===== src/rtl/lsu_pkg.sv =====
// rtl/lsu_pkg.sv - shared types and constants for the load/store unit
package lsu_pkg;

    localparam int DATA_W     = 32;
    localparam int REG_ADDR_W = 5;
    localparam int CNT_W      = 8;

    localparam logic [1:0] LS_B = 2'b00;
    localparam logic [1:0] LS_H = 2'b01;
    localparam logic [1:0] LS_W = 2'b10;

    typedef enum logic [1:0] {
        IDLE = 2'b00,
        REQ  = 2'b01,
        WAIT = 2'b10
    } lsu_state_e;

endpackage


===== src/rtl/lsu_bus_if.sv =====
// rtl/lsu_bus_if.sv - request/grant/response data memory bus
interface lsu_bus_if;
    import lsu_pkg::*;

    logic              mem_req;
    logic              mem_we;
    logic [DATA_W-1:0] mem_addr;
    logic [3:0]        mem_be;
    logic [DATA_W-1:0] mem_wdata;
    logic              mem_gnt;
    logic              mem_rvalid;
    logic [DATA_W-1:0] mem_rdata;

    modport master (
        output mem_req, mem_we, mem_addr, mem_be, mem_wdata,
        input  mem_gnt, mem_rvalid, mem_rdata
    );

    modport slave (
        input  mem_req, mem_we, mem_addr, mem_be, mem_wdata,
        output mem_gnt, mem_rvalid, mem_rdata
    );
endinterface


===== src/rtl/lsu_load_align.sv =====
// rtl/lsu_load_align.sv - load lane select with sign/zero extension
module lsu_load_align
    import lsu_pkg::*;
(
    input  logic [DATA_W-1:0] rdata_i,
    input  logic [1:0]        offset_i,
    input  logic [2:0]        funct3_i,
    output logic [DATA_W-1:0] data_o
);

    logic [7:0]  byte_lane;
    logic [15:0] half_lane;
    logic        sign_en;

    assign byte_lane = rdata_i[{offset_i, 3'b000} +: 8];
    assign half_lane = offset_i[1] ? rdata_i[31:16] : rdata_i[15:0];
    assign sign_en   = ~funct3_i[2];

    // Pick the addressed lane and extend it; word (and reserved size) passes through
    always_comb begin
        data_o = rdata_i;
        case (funct3_i[1:0])
            LS_B:    data_o = {{24{byte_lane[7] & sign_en}}, byte_lane};
            LS_H:    data_o = {{16{half_lane[15] & sign_en}}, half_lane};
            default: data_o = rdata_i;
        endcase
    end

endmodule


===== src/rtl/load_store_unit.sv =====
// rtl/load_store_unit.sv - memory-access stage with one outstanding bus transaction
module load_store_unit
    import lsu_pkg::*;
#(
    parameter int unsigned TIMEOUT = 255
) (
    input  logic                  clk,
    input  logic                  reset,
    input  logic                  ex_valid,
    input  logic                  mem_read,
    input  logic                  mem_write,
    input  logic [2:0]            funct3,
    input  logic [DATA_W-1:0]     alu_y,
    input  logic [DATA_W-1:0]     rdd2,
    input  logic [REG_ADDR_W-1:0] rd,
    output logic                  stall,
    lsu_bus_if.master             bus,
    output logic                  wb_valid,
    output logic                  wb_we,
    output logic [REG_ADDR_W-1:0] wb_rd,
    output logic [DATA_W-1:0]     wb_data,
    output logic                  misaligned,
    output logic                  bus_err
);

    lsu_state_e state_q, state_d;

    logic [CNT_W-1:0]      cnt_q;
    logic [2:0]            funct3_q;
    logic [1:0]            off_q;
    logic [REG_ADDR_W-1:0] rd_q;
    logic                  mem_we_q;
    logic [DATA_W-1:0]     mem_addr_q;
    logic [3:0]            mem_be_q;
    logic [DATA_W-1:0]     mem_wdata_q;

    logic                  wb_valid_q, wb_we_q, mis_q, err_q;
    logic [REG_ADDR_W-1:0] wb_rd_q;
    logic [DATA_W-1:0]     wb_data_q;

    logic                  is_mem, mis_c, timeout_hit;
    logic [3:0]            be_c;
    logic [DATA_W-1:0]     wdata_c, load_data;

    logic                  wb_fire, wb_we_d, mis_d, err_d;
    logic [REG_ADDR_W-1:0] wb_rd_d;
    logic [DATA_W-1:0]     wb_data_d;

    assign is_mem      = mem_read | mem_write;
    assign timeout_hit = (cnt_q == CNT_W'(TIMEOUT - 1));

    lsu_load_align u_align (
        .rdata_i  (bus.mem_rdata),
        .offset_i (off_q),
        .funct3_i (funct3_q),
        .data_o   (load_data)
    );

    // Alignment, byte strobes and lane replication from the EX operands
    always_comb begin
        mis_c   = 1'b0;
        be_c    = 4'b1111;
        wdata_c = rdd2;
        case (funct3[1:0])
            LS_B: begin
                be_c    = 4'b0001 << alu_y[1:0];
                wdata_c = {4{rdd2[7:0]}};
            end
            LS_H: begin
                mis_c   = alu_y[0];
                be_c    = 4'b0011 << alu_y[1:0];
                wdata_c = {2{rdd2[15:0]}};
            end
            LS_W:    mis_c = |alu_y[1:0];
            default: mis_c = |alu_y[1:0];
        endcase
    end

    // Next state plus the writeback record to publish on the following cycle
    always_comb begin
        state_d   = state_q;
        wb_fire   = 1'b0;
        wb_we_d   = 1'b0;
        wb_rd_d   = rd_q;
        wb_data_d = '0;
        mis_d     = 1'b0;
        err_d     = 1'b0;
        case (state_q)
            IDLE: begin
                if (ex_valid) begin
                    wb_rd_d = rd;
                    if (!is_mem) begin
                        wb_fire   = 1'b1;
                        wb_we_d   = (rd != '0);
                        wb_data_d = alu_y;
                    end else if (mis_c) begin
                        wb_fire = 1'b1;
                        mis_d   = 1'b1;
                    end else begin
                        state_d = REQ;
                    end
                end
            end
            REQ: begin
                if (bus.mem_gnt) begin
                    if (mem_we_q) begin
                        wb_fire = 1'b1;
                        state_d = IDLE;
                    end else begin
                        state_d = WAIT;
                    end
                end else if (timeout_hit) begin
                    wb_fire = 1'b1;
                    err_d   = 1'b1;
                    state_d = IDLE;
                end
            end
            WAIT: begin
                if (bus.mem_rvalid) begin
                    wb_fire   = 1'b1;
                    wb_we_d   = (rd_q != '0);
                    wb_data_d = load_data;
                    state_d   = IDLE;
                end else if (timeout_hit) begin
                    wb_fire = 1'b1;
                    err_d   = 1'b1;
                    state_d = IDLE;
                end
            end
            default: state_d = IDLE;
        endcase
    end

    // State register; reset abandons any transaction in flight
    always_ff @(posedge clk) begin
        if (!reset) state_q <= IDLE;
        else        state_q <= state_d;
    end

    // Operand latch on accept, timeout counter and registered writeback pulse
    always_ff @(posedge clk) begin
        if (!reset) begin
            cnt_q       <= '0;
            funct3_q    <= '0;
            off_q       <= '0;
            rd_q        <= '0;
            mem_we_q    <= 1'b0;
            mem_addr_q  <= '0;
            mem_be_q    <= '0;
            mem_wdata_q <= '0;
            wb_valid_q  <= 1'b0;
            wb_we_q     <= 1'b0;
            mis_q       <= 1'b0;
            err_q       <= 1'b0;
            wb_rd_q     <= '0;
            wb_data_q   <= '0;
        end else begin
            cnt_q      <= (state_q == IDLE) ? '0 : cnt_q + 1'b1;
            wb_valid_q <= wb_fire;
            wb_we_q    <= wb_we_d;
            mis_q      <= mis_d;
            err_q      <= err_d;
            if (wb_fire) begin
                wb_rd_q   <= wb_rd_d;
                wb_data_q <= wb_data_d;
            end
            if (state_q == IDLE && ex_valid) begin
                funct3_q    <= funct3;
                off_q       <= alu_y[1:0];
                rd_q        <= rd;
                mem_we_q    <= mem_write;
                mem_addr_q  <= {alu_y[31:2], 2'b00};
                mem_be_q    <= be_c;
                mem_wdata_q <= wdata_c;
            end
        end
    end

    assign stall         = (state_q != IDLE);
    assign bus.mem_req   = (state_q == REQ);
    assign bus.mem_we    = mem_we_q;
    assign bus.mem_addr  = mem_addr_q;
    assign bus.mem_be    = mem_be_q;
    assign bus.mem_wdata = mem_wdata_q;
    assign wb_valid      = wb_valid_q;
    assign wb_we         = wb_we_q;
    assign wb_rd         = wb_rd_q;
    assign wb_data       = wb_data_q;
    assign misaligned    = mis_q;
    assign bus_err       = err_q;

endmodule


===== src/flat_wrapper.sv =====
// flat-port wrapper written by rule: the top's interface ports become plain ports
module load_store_unit_flat import lsu_pkg::*;
#(
    parameter int unsigned TIMEOUT = 255
)
  (clk, reset, ex_valid, mem_read, mem_write, funct3, alu_y, rdd2, rd, stall, wb_valid, wb_we, wb_rd, wb_data, misaligned, bus_err, bus_mem_req, bus_mem_we, bus_mem_addr, bus_mem_be, bus_mem_wdata, bus_mem_gnt, bus_mem_rvalid, bus_mem_rdata);
  lsu_bus_if bus_i ();
  input  logic clk;
  input  logic reset;
  input  logic ex_valid;
  input  logic mem_read;
  input  logic mem_write;
  input  logic [2:0] funct3;
  input  logic [DATA_W-1:0] alu_y;
  input  logic [DATA_W-1:0] rdd2;
  input  logic [REG_ADDR_W-1:0] rd;
  output logic stall;
  output logic wb_valid;
  output logic wb_we;
  output logic [REG_ADDR_W-1:0] wb_rd;
  output logic [DATA_W-1:0] wb_data;
  output logic misaligned;
  output logic bus_err;
  output wire logic [$bits(bus_i.mem_req)-1:0] bus_mem_req;
  output wire logic [$bits(bus_i.mem_we)-1:0] bus_mem_we;
  output wire logic [$bits(bus_i.mem_addr)-1:0] bus_mem_addr;
  output wire logic [$bits(bus_i.mem_be)-1:0] bus_mem_be;
  output wire logic [$bits(bus_i.mem_wdata)-1:0] bus_mem_wdata;
  input wire logic [$bits(bus_i.mem_gnt)-1:0] bus_mem_gnt;
  input wire logic [$bits(bus_i.mem_rvalid)-1:0] bus_mem_rvalid;
  input wire logic [$bits(bus_i.mem_rdata)-1:0] bus_mem_rdata;
  assign bus_mem_req = bus_i.mem_req;
  assign bus_mem_we = bus_i.mem_we;
  assign bus_mem_addr = bus_i.mem_addr;
  assign bus_mem_be = bus_i.mem_be;
  assign bus_mem_wdata = bus_i.mem_wdata;
  assign bus_i.mem_gnt = bus_mem_gnt;
  assign bus_i.mem_rvalid = bus_mem_rvalid;
  assign bus_i.mem_rdata = bus_mem_rdata;
  load_store_unit #(.TIMEOUT(TIMEOUT)) u_core (.clk(clk), .reset(reset), .ex_valid(ex_valid), .mem_read(mem_read), .mem_write(mem_write), .funct3(funct3), .alu_y(alu_y), .rdd2(rdd2), .rd(rd), .stall(stall), .bus(bus_i), .wb_valid(wb_valid), .wb_we(wb_we), .wb_rd(wb_rd), .wb_data(wb_data), .misaligned(misaligned), .bus_err(bus_err));
endmodule

===== config.mk =====
export PLATFORM = sky130hd
export DESIGN_NAME = load_store_unit_flat
export DESIGN_NICKNAME = d
export VERILOG_FILES = /design/src/rtl/lsu_pkg.sv /design/src/rtl/lsu_bus_if.sv /design/src/rtl/lsu_load_align.sv /design/src/rtl/load_store_unit.sv /design/src/flat_wrapper.sv
export SDC_FILE = /design/constraint.sdc
export NUM_CORES = 1
export LEC_CHECK = 0
export ABC_CLOCK_PERIOD_IN_PS = 5100
export CORE_MARGIN = 1.5
export CORE_UTILIZATION = 49
export CTS_CLUSTER_DIAMETER = 150
export DETAILED_ROUTE_END_ITERATION = 6
export PLACE_DENSITY = 0.86
export SETUP_SLACK_MARGIN = 0.3
export SYNTH_ARGS = -nofsm -noshare
export SYNTH_HDL_FRONTEND = slang
export SYNTH_HIERARCHICAL = 1
export SYNTH_SLANG_ARGS = --single-unit

===== constraint.sdc =====
create_clock -name clk -period 5.1 [get_ports clk]
set_clock_uncertainty 0.05 [all_clocks]
set_input_delay 1.02 -clock clk [delete_from_list [all_inputs] [get_ports clk]]
set_output_delay 1.02 -clock clk [all_outputs]
set_load 0.02 [all_outputs]

# After elaboration in Yosys (flattened, before gate mapping)
# Cells that the tools add are included.
# word_totals
output_inout_bits	112
wordCells	77
ff_bits	128
input_bits	111
# op_classes
add_sub_neg	1
bitwise	5
reduce_logical	11
n_mux	34
n_shift	3
n_eq_ne	8
# op_table
op	n
$pmux W32 S2	3
$mux W32	3
$shiftx A32 B6 Y8	1
$mux W16	1
$mux W2	7
$mux W1	12
$mux W5	2
$reduce_bool A5 Y1	2
$add A8 B1 Y8 const B	1
$eq A8 B8 Y1 const B	1
$pmux W4 S2	1
$eq A2 B1 Y1 const B	3
$logic_not A2 Y1	3
$pmux W1 S2	3
$pmux W2 S3	1
$ne A2 B2 Y1 const B	2
$reduce_and A4 Y1	1
$reduce_or A2 Y1	2
$shl A1 B2 Y4 const A	1
$shl A2 B2 Y4 const A	1
$pmux W1 S3	1
$reduce_and A3 Y1	1
$and A1 B1 Y1	2
$eq A2 B2 Y1 const B	1
other kinds (5)	6

# Depth between registers and ports, before layout
# Gate-level depths: netlist of the first run.
# logic_depth
word_depth	6
mapped_depth	9

# Modules after synthesis
# Netlist of the first run, hierarchy kept.
# modules_own_cells
module	cells_per_inst	instances	area_each_um2
load_store_unit	662	1	5701.7
lsu_load_align	132	1	698.2

# Least setup slack after synthesis of the first run
# Ideal clock, no wire load.
# synth_timing
path_kind	input -> register
start	in bus_mem_rdata[31]
end	reg u_core.wb_data_q[8], in the netlist u_core/wb_data[8]
path_buffers	0
cell_stages	6
path_slack_ps	2731
required_ps	4929
t_arrival_ps	2198
path_cell_list	mux4_2 nor4b_4 a221o_1 a22o_1 nand2_1 mux2i_1
# synth_between
elab_chain_len	5
# synth_lines
item	line_no	source
start: declaration	flat_wrapper.sv:31	input wire logic [$bits(bus_i.mem_rdata)-1:0] bus_mem_rdata;
$shiftx A32 B6 Y8	lsu_load_align.sv:15	assign byte_lane = rdata_i[{offset_i, 3'b000} +: 8];
$and A1 B1 Y1	lsu_load_align.sv:23	LS_B: data_o = {{24{byte_lane[7] & sign_en}}, byte_lane};
$pmux W32 S2	lsu_load_align.sv:22	case (funct3_i[1:0])
via u_core.load_data[8]	load_store_unit.sv:43	logic [DATA_W-1:0] wdata_c, load_data;
$mux W32	load_store_unit.sv:119	if (bus.mem_rvalid) begin
$pmux W32 S2	load_store_unit.sv:88	case (state_q)
end signal: assignment	load_store_unit.sv:165	wb_data_q <= wb_data_d;
end: declaration	load_store_unit.sv:39	logic [DATA_W-1:0] wb_data_q;
# The timed path passes the listed nets, and every way through them passes these cells.
# A chain may end at the register's enable or synchronous reset.

# Final worst setup path of the first run
# layout_timing
start	reg u_core.state_q[0]
end	out stall
# layout_between
elab_chain_len	1
# layout_lines
item	line_no	source
start: declaration	load_store_unit.sv:26	lsu_state_e state_q, state_d;
start signal: assignment	load_store_unit.sv:137	else state_q <= state_d;
$reduce_bool A2 Y1	load_store_unit.sv:179	assign stall = (state_q != IDLE);
end: declaration	flat_wrapper.sv:17	output logic stall;
# No other way between the ends.

==> results of run 1 <==
routing by layer:
metal  vias to the layer above  share of wire
li1                       3062              -
met1                      2953           0.39
met2                       275           0.48
met5                         -              0
met4                         0          0.021
met3                        32           0.11
worst register-to-register path: stages, from the launching register on:
cell and delay [ns]:
dfxtp_1 0.78, mux4_2 0.63, nor4b_4 0.19, a221o_1 0.31, a22o_1 0.24, nand2_1 0.08, mux2i_1 0.07
cells by family after synthesis:
family,count (synthesis)
AND/OR/NAND/NOR,349
adder cells (fa/ha/maj),6
buffers and inverters,73
XOR/XNOR,4
multiplexers,54
flip-flops,128
other,1
AO/OA/AOI/OAI,179
cells in the final DEF (no fill, tap or decap), drive strengths merged, types with 3 or more instances in the layout:
| cell | count |
|---|---|
| xor2 | 3 |
| nor2b | 5 |
| nor2 | 16 |
| a22oi | 8 |
| inv | 7 |
| o211a | 16 |
| o21ai | 35 |
| ha | 6 |
| nor3 | 7 |
| clkdlybuf4s50 | 219 |
| mux2i | 48 |
| dfxtp | 128 |
| mux2 | 5 |
| a31oi | 3 |
| a21oi | 8 |
| a22o | 32 |
| buf | 9 |
| clkbuf | 24 |
| nand2 | 280 |
| and2 | 7 |
| a221o | 8 |
| nand2b | 9 |
| a21boi | 58 |
| nand3 | 14 |
| clkinv | 4 |
power groups by stage:
stage          logic (mW)  clock network (mW)  registers [mW]
2_1_floorplan       0.573                   0            1.33
3_3_place_gp         1.11                   0            1.22
3_5_place_dp         1.12                   0            1.22
4_1_cts              1.13                1.16            1.20
5_1_grt              1.22                1.20            1.22
6_report             1.13                1.14            1.20
layout make-up:
| class | count | share of cell area |
|---|---|---|
| flip-flops and latches | 128 | 0.280 |
| clock buffers | 24 | 0.0538 |
| repair buffers | 228 | 0.247 |
| multi-input cells | 594 | 0.386 |
| clock inverters | 6 | 0.00630 |
| inverters | 7 | 0.00287 |
| well taps | 172 | 0.0235 |
path summary, 6_finish.rpt:
check / end / slack, ns / cells after the start
setup / recovery: stall / 2.12 / 4
hold / removal: u_core/wb_data[1] / 0.41 / 2
setup reg to reg: u_core/wb_data[13] / 2.62 / 6
hold reg to reg: u_core/wb_data[1] / 0.41 / 2
flip-flops by register name (all words and copies together), names as in the netlist:
signal,count
u_core/bus.mem_we,1
u_core/wb_valid,1
u_core/wb_rd,5
u_core/wb_we,1
u_core/bus.mem_addr,30
u_core/off_q,2
u_core/bus.mem_wdata,32
u_core/cnt_q,8
u_core/wb_data,32
u_core/misaligned,1
u_core/funct3_q,3
u_core/state_q,2
u_core/rd_q,5
u_core/bus_err,1
u_core/bus.mem_be,4
metrics by stage:
step / cells / power (mW) / utilization / hold WS [ns] / area [µm²]
after global routing: 1159 / 3.64 / 0.722 / 0.427 / 9140
after floorplan: 795 / 1.90 / - / 0.380 / 6400
after detailed placement: 1129 / 2.34 / 0.678 / 0.401 / 8590
after global placement: 1129 / 2.33 / 0.678 / 0.393 / 8590
after CTS: 1159 / 3.49 / 0.722 / 0.409 / 9140
final: 1159 / 3.48 / 0.722 / 0.407 / 9140
==> key figures, run 1 <==
Outcome
  • Status: finished clean

Timing
  • TNS Setup: 0 ns
  • RSZ-0062 raised after global routing: false
  • Fin worst setup slack: 2.12 ns
  • Fmax: 335 MHz
  • Fin. max-slew vios: 0
  • Final setup fails: 0
  • Final hold vios: 0
  • Tcrit/Tclk final: 0.585
  • Min cycle time layout: 2.98 ns
  • Max-slew headroom: 0.352
  • Worst Max-Slew Pin Slew: 0.972 ns

Placement
  • HPWL Detailed: 13.2 mm
  • PortBufs: 220
  • Worst slack, placed: about 1.8 ns
  • RD Place Congestion: 0.883

Synthesis
  • Register area share after synthesis: 0.400
  • Synth cell types: 52
  • Mean Syn Cell Area: 8.06 µm²
  • Synth Area in Simple Gates: 0.228
  • Post-synth ARST share: 0
  • Post-synth top area share: 0.400
  • Area leader, netlist: dfxtp_1
  • Mux share of post-synthesis cell area: 0.0874
  • Top cells by area, synth: dfxtp_1 (40%), nand2_1 (16%), mux2i_1 (7.5%)
  • Top cells by count, synth: nand2_1 (280), dfxtp_1 (128), a21boi_0 (58)
  • YS warnings: 6
  • Cells after Synth: 794
  • Main combinational cell family by area after synthesis: simple AND/OR/NAND/NOR gates
  • Most common cell in the netlist: nand2_1
  • Seq cells post-synth: 128
  • Synth Area in Compound Gates: 0.214
  • Post-synthesis adder-cell area fraction: 0.0117
  • Post-Synth XOR/XNOR Area: 0.00547
  • Post-synth EDFFs: 0
  • Ys flop type: dfxtp_1
  • Cell Area, Synth: 6400 µm²

Detailed routing
  • Detailed Route Iter0 Violations: around 370
  • DRC errors left: 0
  • Vias per cell: 5.45
  • Post-route ant nets: 0
  • Routed wire length: 19.1 mm
  • Vias post-DR: around 6300
  • DR WL/cell: between 15 and 20 µm
  • Pre-Repair DR Iteration Count: 6

Power
  • Power share of the sequential group: 0.346
  • Leak: 3.75 nW
  • Worst vdd ir: ~0.22 mV
  • PwrDens: roughly 380 nW/µm²
  • Int Pwr: 2.33 mW
  • Sw Pwr: about 1.1 mW
  • Gate power share: 0.325
  • Clock group share of total power: 0.329
  • Sw frac: 0.329

GRT
  • Busiest grt layer: met2
  • Tot GR Track Use: 0.278
  • GR Util met1: 0.314
  • Vias in the first global route: ~5800
  • GRT met3 Usage: 0.106
  • Largest net degree at the start of global routing: 106
  • GRT met2 Usage: 0.476
  • First-pass GRT wire length: just under 30 mm
  • Initial antenna violation count: 0
  • Grt ovf: 0

Setup path
  • Critical path's largest stage delay: 0.63 ns
  • Crit-path cells: inv_1 -> ha_1 -> inv_1 -> clkdlybuf4s50_1
  • Buf/Inv on CP: 3
  • Reg2reg start: u_core/off_q[1]
  • Crit-path max FO: 5
  • Kind of critical path: reg2out
  • Crit. End Element: output pin
  • Start point of the critical path: u_core/state_q[0]
  • Top delay family on crit path: buffers and inverters
  • Startpoint Class: flip-flop
  • Most common cell type on the critical path: inv_1
  • Worst endpoint required time: 4.03 ns
  • Critical path data arrival time: 1.91 ns
  • Critical path's slowest cell: clkdlybuf4s50_1

Clock tree
  • Root Buffer: clkbuf_16
  • Cts hold-fix bufs: 0
  • CTS tree: built
  • CTS max path bufs: 2
  • Clock buffer count from CTS: 17
  • Clock latency at the later pin of the worst-skew pair: 0.42 ns
  • CTS clk-pin slew, worst paths: ~0.050 ns
  • CTS HTree Levels: 4
  • Setup bufs post-CTS: 0
  • Clock Sinks: 128
  • Post-CTS sizing: 0

Floorplanning
  • I/O pin count: 223
  • Starting density of the core: 0.505
  • Chip height: between 100 and 150 µm
  • Core area: 12700 µm²
  • Die area: approximately 14000 µm²
  • Row cnt: 41
  • Die W: 117 µm

Cells and area
  • Ratio of cells with drive above 1 in the final layout: 0.0537
  • Final nets: 1093
  • Inserted Diodes: 0
  • Fillcell total: 1015
  • Area of the multi-input gates: 3530 µm²
  • Reg area: 2560 µm²
  • Area Growth Syn to Fin: 42.9%

Flow run
  • # Max-Cap Violations: 0

Hold path
  • HP Class: reg2reg
  • Hold Startpoint: u_core/wb_data[1]
Power figures use the tool's default switching activity.
==> run 2, diff against run 1 <==
--- a/config.mk
+++ b/config.mk
@@ -5,12 +5,12 @@
 export SDC_FILE = /design/constraint.sdc
 export NUM_CORES = 1
 export LEC_CHECK = 0
-export ABC_CLOCK_PERIOD_IN_PS = 5100
+export ABC_CLOCK_PERIOD_IN_PS = 3070
 export CORE_MARGIN = 1.5
-export CORE_UTILIZATION = 49
+export CORE_UTILIZATION = 46
 export CTS_CLUSTER_DIAMETER = 150
 export DETAILED_ROUTE_END_ITERATION = 6
-export PLACE_DENSITY = 0.86
+export PLACE_DENSITY = 0.81
 export SETUP_SLACK_MARGIN = 0.3
 export SYNTH_ARGS = -nofsm -noshare
 export SYNTH_HDL_FRONTEND = slang
==> constraint.sdc (replaced) <==
create_clock -name clk -period 3.07 [get_ports clk]
set_clock_uncertainty 0.05 [all_clocks]
set_input_delay 0.614 -clock clk [delete_from_list [all_inputs] [get_ports clk]]
set_output_delay 0.614 -clock clk [all_outputs]
set_load 0.02 [all_outputs]
==> key figures, run 2 (synthesis results as in run 1) <==
Placement
  • Post-placement cell count: 1143 (+1.2%)
  • Area of placed instances: 8720 µm² (+1.5%)
  • PortBufs: 220 (unchanged)
  • RD Place Congestion: 0.957 (+8.4%)
  • Worst slack, placed: 0.383 ns (-1.37 ns)
  • HPWL Detailed: 13.8 mm (+4.3%)

Setup path
  • Worst endpoint required time: 2.41 ns (-1.62 ns)
  • Crit-path cells: inv_1 -> ha_1 -> inv_1 -> clkdlybuf4s50_1
  • Startpoint Class: flip-flop
  • Most common cell type on the critical path: inv_1
  • Critical path's slowest cell: clkdlybuf4s50_1
  • R2r setup slk: 0.75 ns (-1.87 ns)
  • Top delay family on crit path: buffers and inverters
  • Critical path's largest stage delay: 0.65 ns (+0.02 ns)
  • Crit-path max FO: 5 (unchanged)
  • Crit. End Element: output pin
  • Buf/Inv on CP: 3 (unchanged)
  • Kind of critical path: reg2out
  • Critical path data arrival time: 1.93 ns (+0.02 ns)

GRT
  • Busiest grt layer: met2
  • Initial antenna violation count: 0 (unchanged)
  • Tot GR Track Use: 0.262 (-0.0165)
  • Grt ovf: 0 (unchanged)
  • Vias in the first global route: 5888 (+2.4%)
  • GRT met2 Usage: 0.432 (-0.0438)
  • GR Util met1: 0.307 (-0.00677)
  • First-pass GRT wire length: 29.8 mm (+2.0%)
  • GRT met3 Usage: 0.0996 (-0.00594)
  • Largest net degree at the start of global routing: 70 (-34%)

Floorplanning
  • Chip height: 121 µm (+3.1%)
  • Die W: 121 µm (+3.1%)
  • Die area: 14600 µm² (+6.3%)
  • Row cnt: 42 (+2.4%)
  • Core area: 13400 µm² (+5.8%)
  • I/O pin count: 223 (unchanged)
  • Starting density of the core: 0.478 (-0.0275)

Timing
  • Fin worst setup slack: 0.476 ns (-1.64 ns)
  • Fmax: 385 MHz
  • Min cycle time layout: 2.59 ns
  • TNS Setup: 0 ns (unchanged)
  • Worst Max-Slew Pin Slew: 0.765 ns (-0.208 ns)
  • Tcrit/Tclk final: 0.845
  • Fin. max-slew vios: 0 (unchanged)
  • Final hold vios: 0 (unchanged)
  • RSZ-0062 raised after global routing: false
  • Final setup fails: 0 (unchanged)
  • Min Hold Slack: 0.408 ns (+0.000277 ns)
  • Max-slew headroom: 0.488 (+0.137)

Clock tree
  • Clock Sinks: 128 (unchanged)
  • Cts hold-fix bufs: 0 (unchanged)
  • Clock buffer count from CTS: 17 (unchanged)
  • Setup bufs post-CTS: 0 (unchanged)
  • Clock latency at the later pin of the worst-skew pair: 0.41 ns (about the same)
  • Root Buffer: clkbuf_16
  • CTS HTree Levels: 4 (unchanged)
  • Post-CTS sizing: 0 (unchanged)
  • CTS max path bufs: 2 (unchanged)
  • CTS clk-pin slew, worst paths: 0.05 ns (about the same)
  • CTS tree: built

Power
  • PwrDens: 630 nW/µm² (+66%)
  • Worst vdd ir: 0.359 mV (+61%)
  • Sw frac: 0.325 (-0.00414)
  • Leak: 3.82 nW (+1.9%)
  • Total power: 5.85 mW (+68%)
  • Sw Pwr: 1.90 mW (+66%)
  • Int Pwr: 3.95 mW (+69%)
  • Clock group share of total power: 0.328 (about the same)
  • Gate power share: 0.332 (+0.007)
  • Power share of the sequential group: 0.340 (-0.006)

Detailed routing
  • DR WL/cell: 16.5 µm (+0.33%)
  • Vias post-DR: 6323 (+0.016%)
  • Routed wire length: 19.4 mm (+1.6%)
  • Pre-Repair DR Iteration Count: 5 (-1)
  • Vias per cell: 5.39 (-1.3%)
  • DRC errors left: 0 (unchanged)
  • Post-route ant nets: 0 (unchanged)
  • Detailed Route Iter0 Violations: 366 (-1.6%)

Cells and area
  • Cell area after layout: 9290 µm² (+1.6%)
  • Inserted Diodes: 0 (unchanged)
  • Area Growth Syn to Fin: 45.1%
  • Fin util: 0.693 (-0.0286)
  • Ratio of cells with drive above 1 in the final layout: 0.0631 (+0.00943)
  • Cell Count, Final, Fillers Out: 1174 (+1.3%)
  • Fillcell total: 1079 (+6.3%)
  • Most frequent cells in the layout: nand2_1 (279), clkdlybuf4s50_1 (219), dfxtp_1 (128)
  • Commonest non-fill, non-tap cell in the layout: nand2_1
  • Final nets: 1103 (+0.91%)

Hold path
  • HP Class: reg2reg

Flow run
  • # Max-Cap Violations: 0 (unchanged)

Outcome
  • Status: finished clean
-- run 2: cell count changes in the layout (fill, tap and decap cells not counted), sizes merged --
cell	change
clkbuf	+2
buf	+10
clkinv	-1
-- run 2: worst paths after layout --
check | from | end | cells past startpoint
min reg2reg | u_core/bus.mem_addr[26] | u_core/bus.mem_addr[26] | 2
max | u_core/state_q[0] | stall | 4
min | u_core/bus.mem_addr[26] | u_core/bus.mem_addr[26] | 2
max reg2reg | u_core/funct3_q[0] | u_core/wb_data[6] | 7
-- run 2: area by class of cell --
type                       instances  area (µm²)  area share
multi-input combinational        594        3530       0.380
sequential                       128        2560       0.276
timing repair buffer             238        2380       0.257
clock buffer                      26         509      0.0548
tap                              176         220      0.0237
clock inverter                     5        52.6     0.00566
inverter                           7        26.3     0.00283
-- run 2: power by group through the flow --
stage | combinational [mW] | sequential, mW | clock [mW]
after detailed placement | 1.92 | 2.02 | 0
after global placement | 1.92 | 2.02 | 0
final | 1.94 | 1.99 | 1.92
after CTS | 1.94 | 1.99 | 1.94
after global routing | 2.09 | 2.02 | 2.02
after floorplan | 0.952 | 2.21 | 0
-- run 2: tightest hold or removal path: cells and delay by family (launching register included) --
family           cells  cell delay [ns]
flip-flops           1             0.30
AO/OA/AOI/OAI        1             0.06
AND/OR/NAND/NOR      1             0.05
-- run 2: per-layer routing --
layer | up-vias | share of wire
li1 | 3089 | -
met1 | 2929 | 0.41
met2 | 276 | 0.47
met3 | 29 | 0.098
met4 | 0 | 0.022
met5 | - | 0
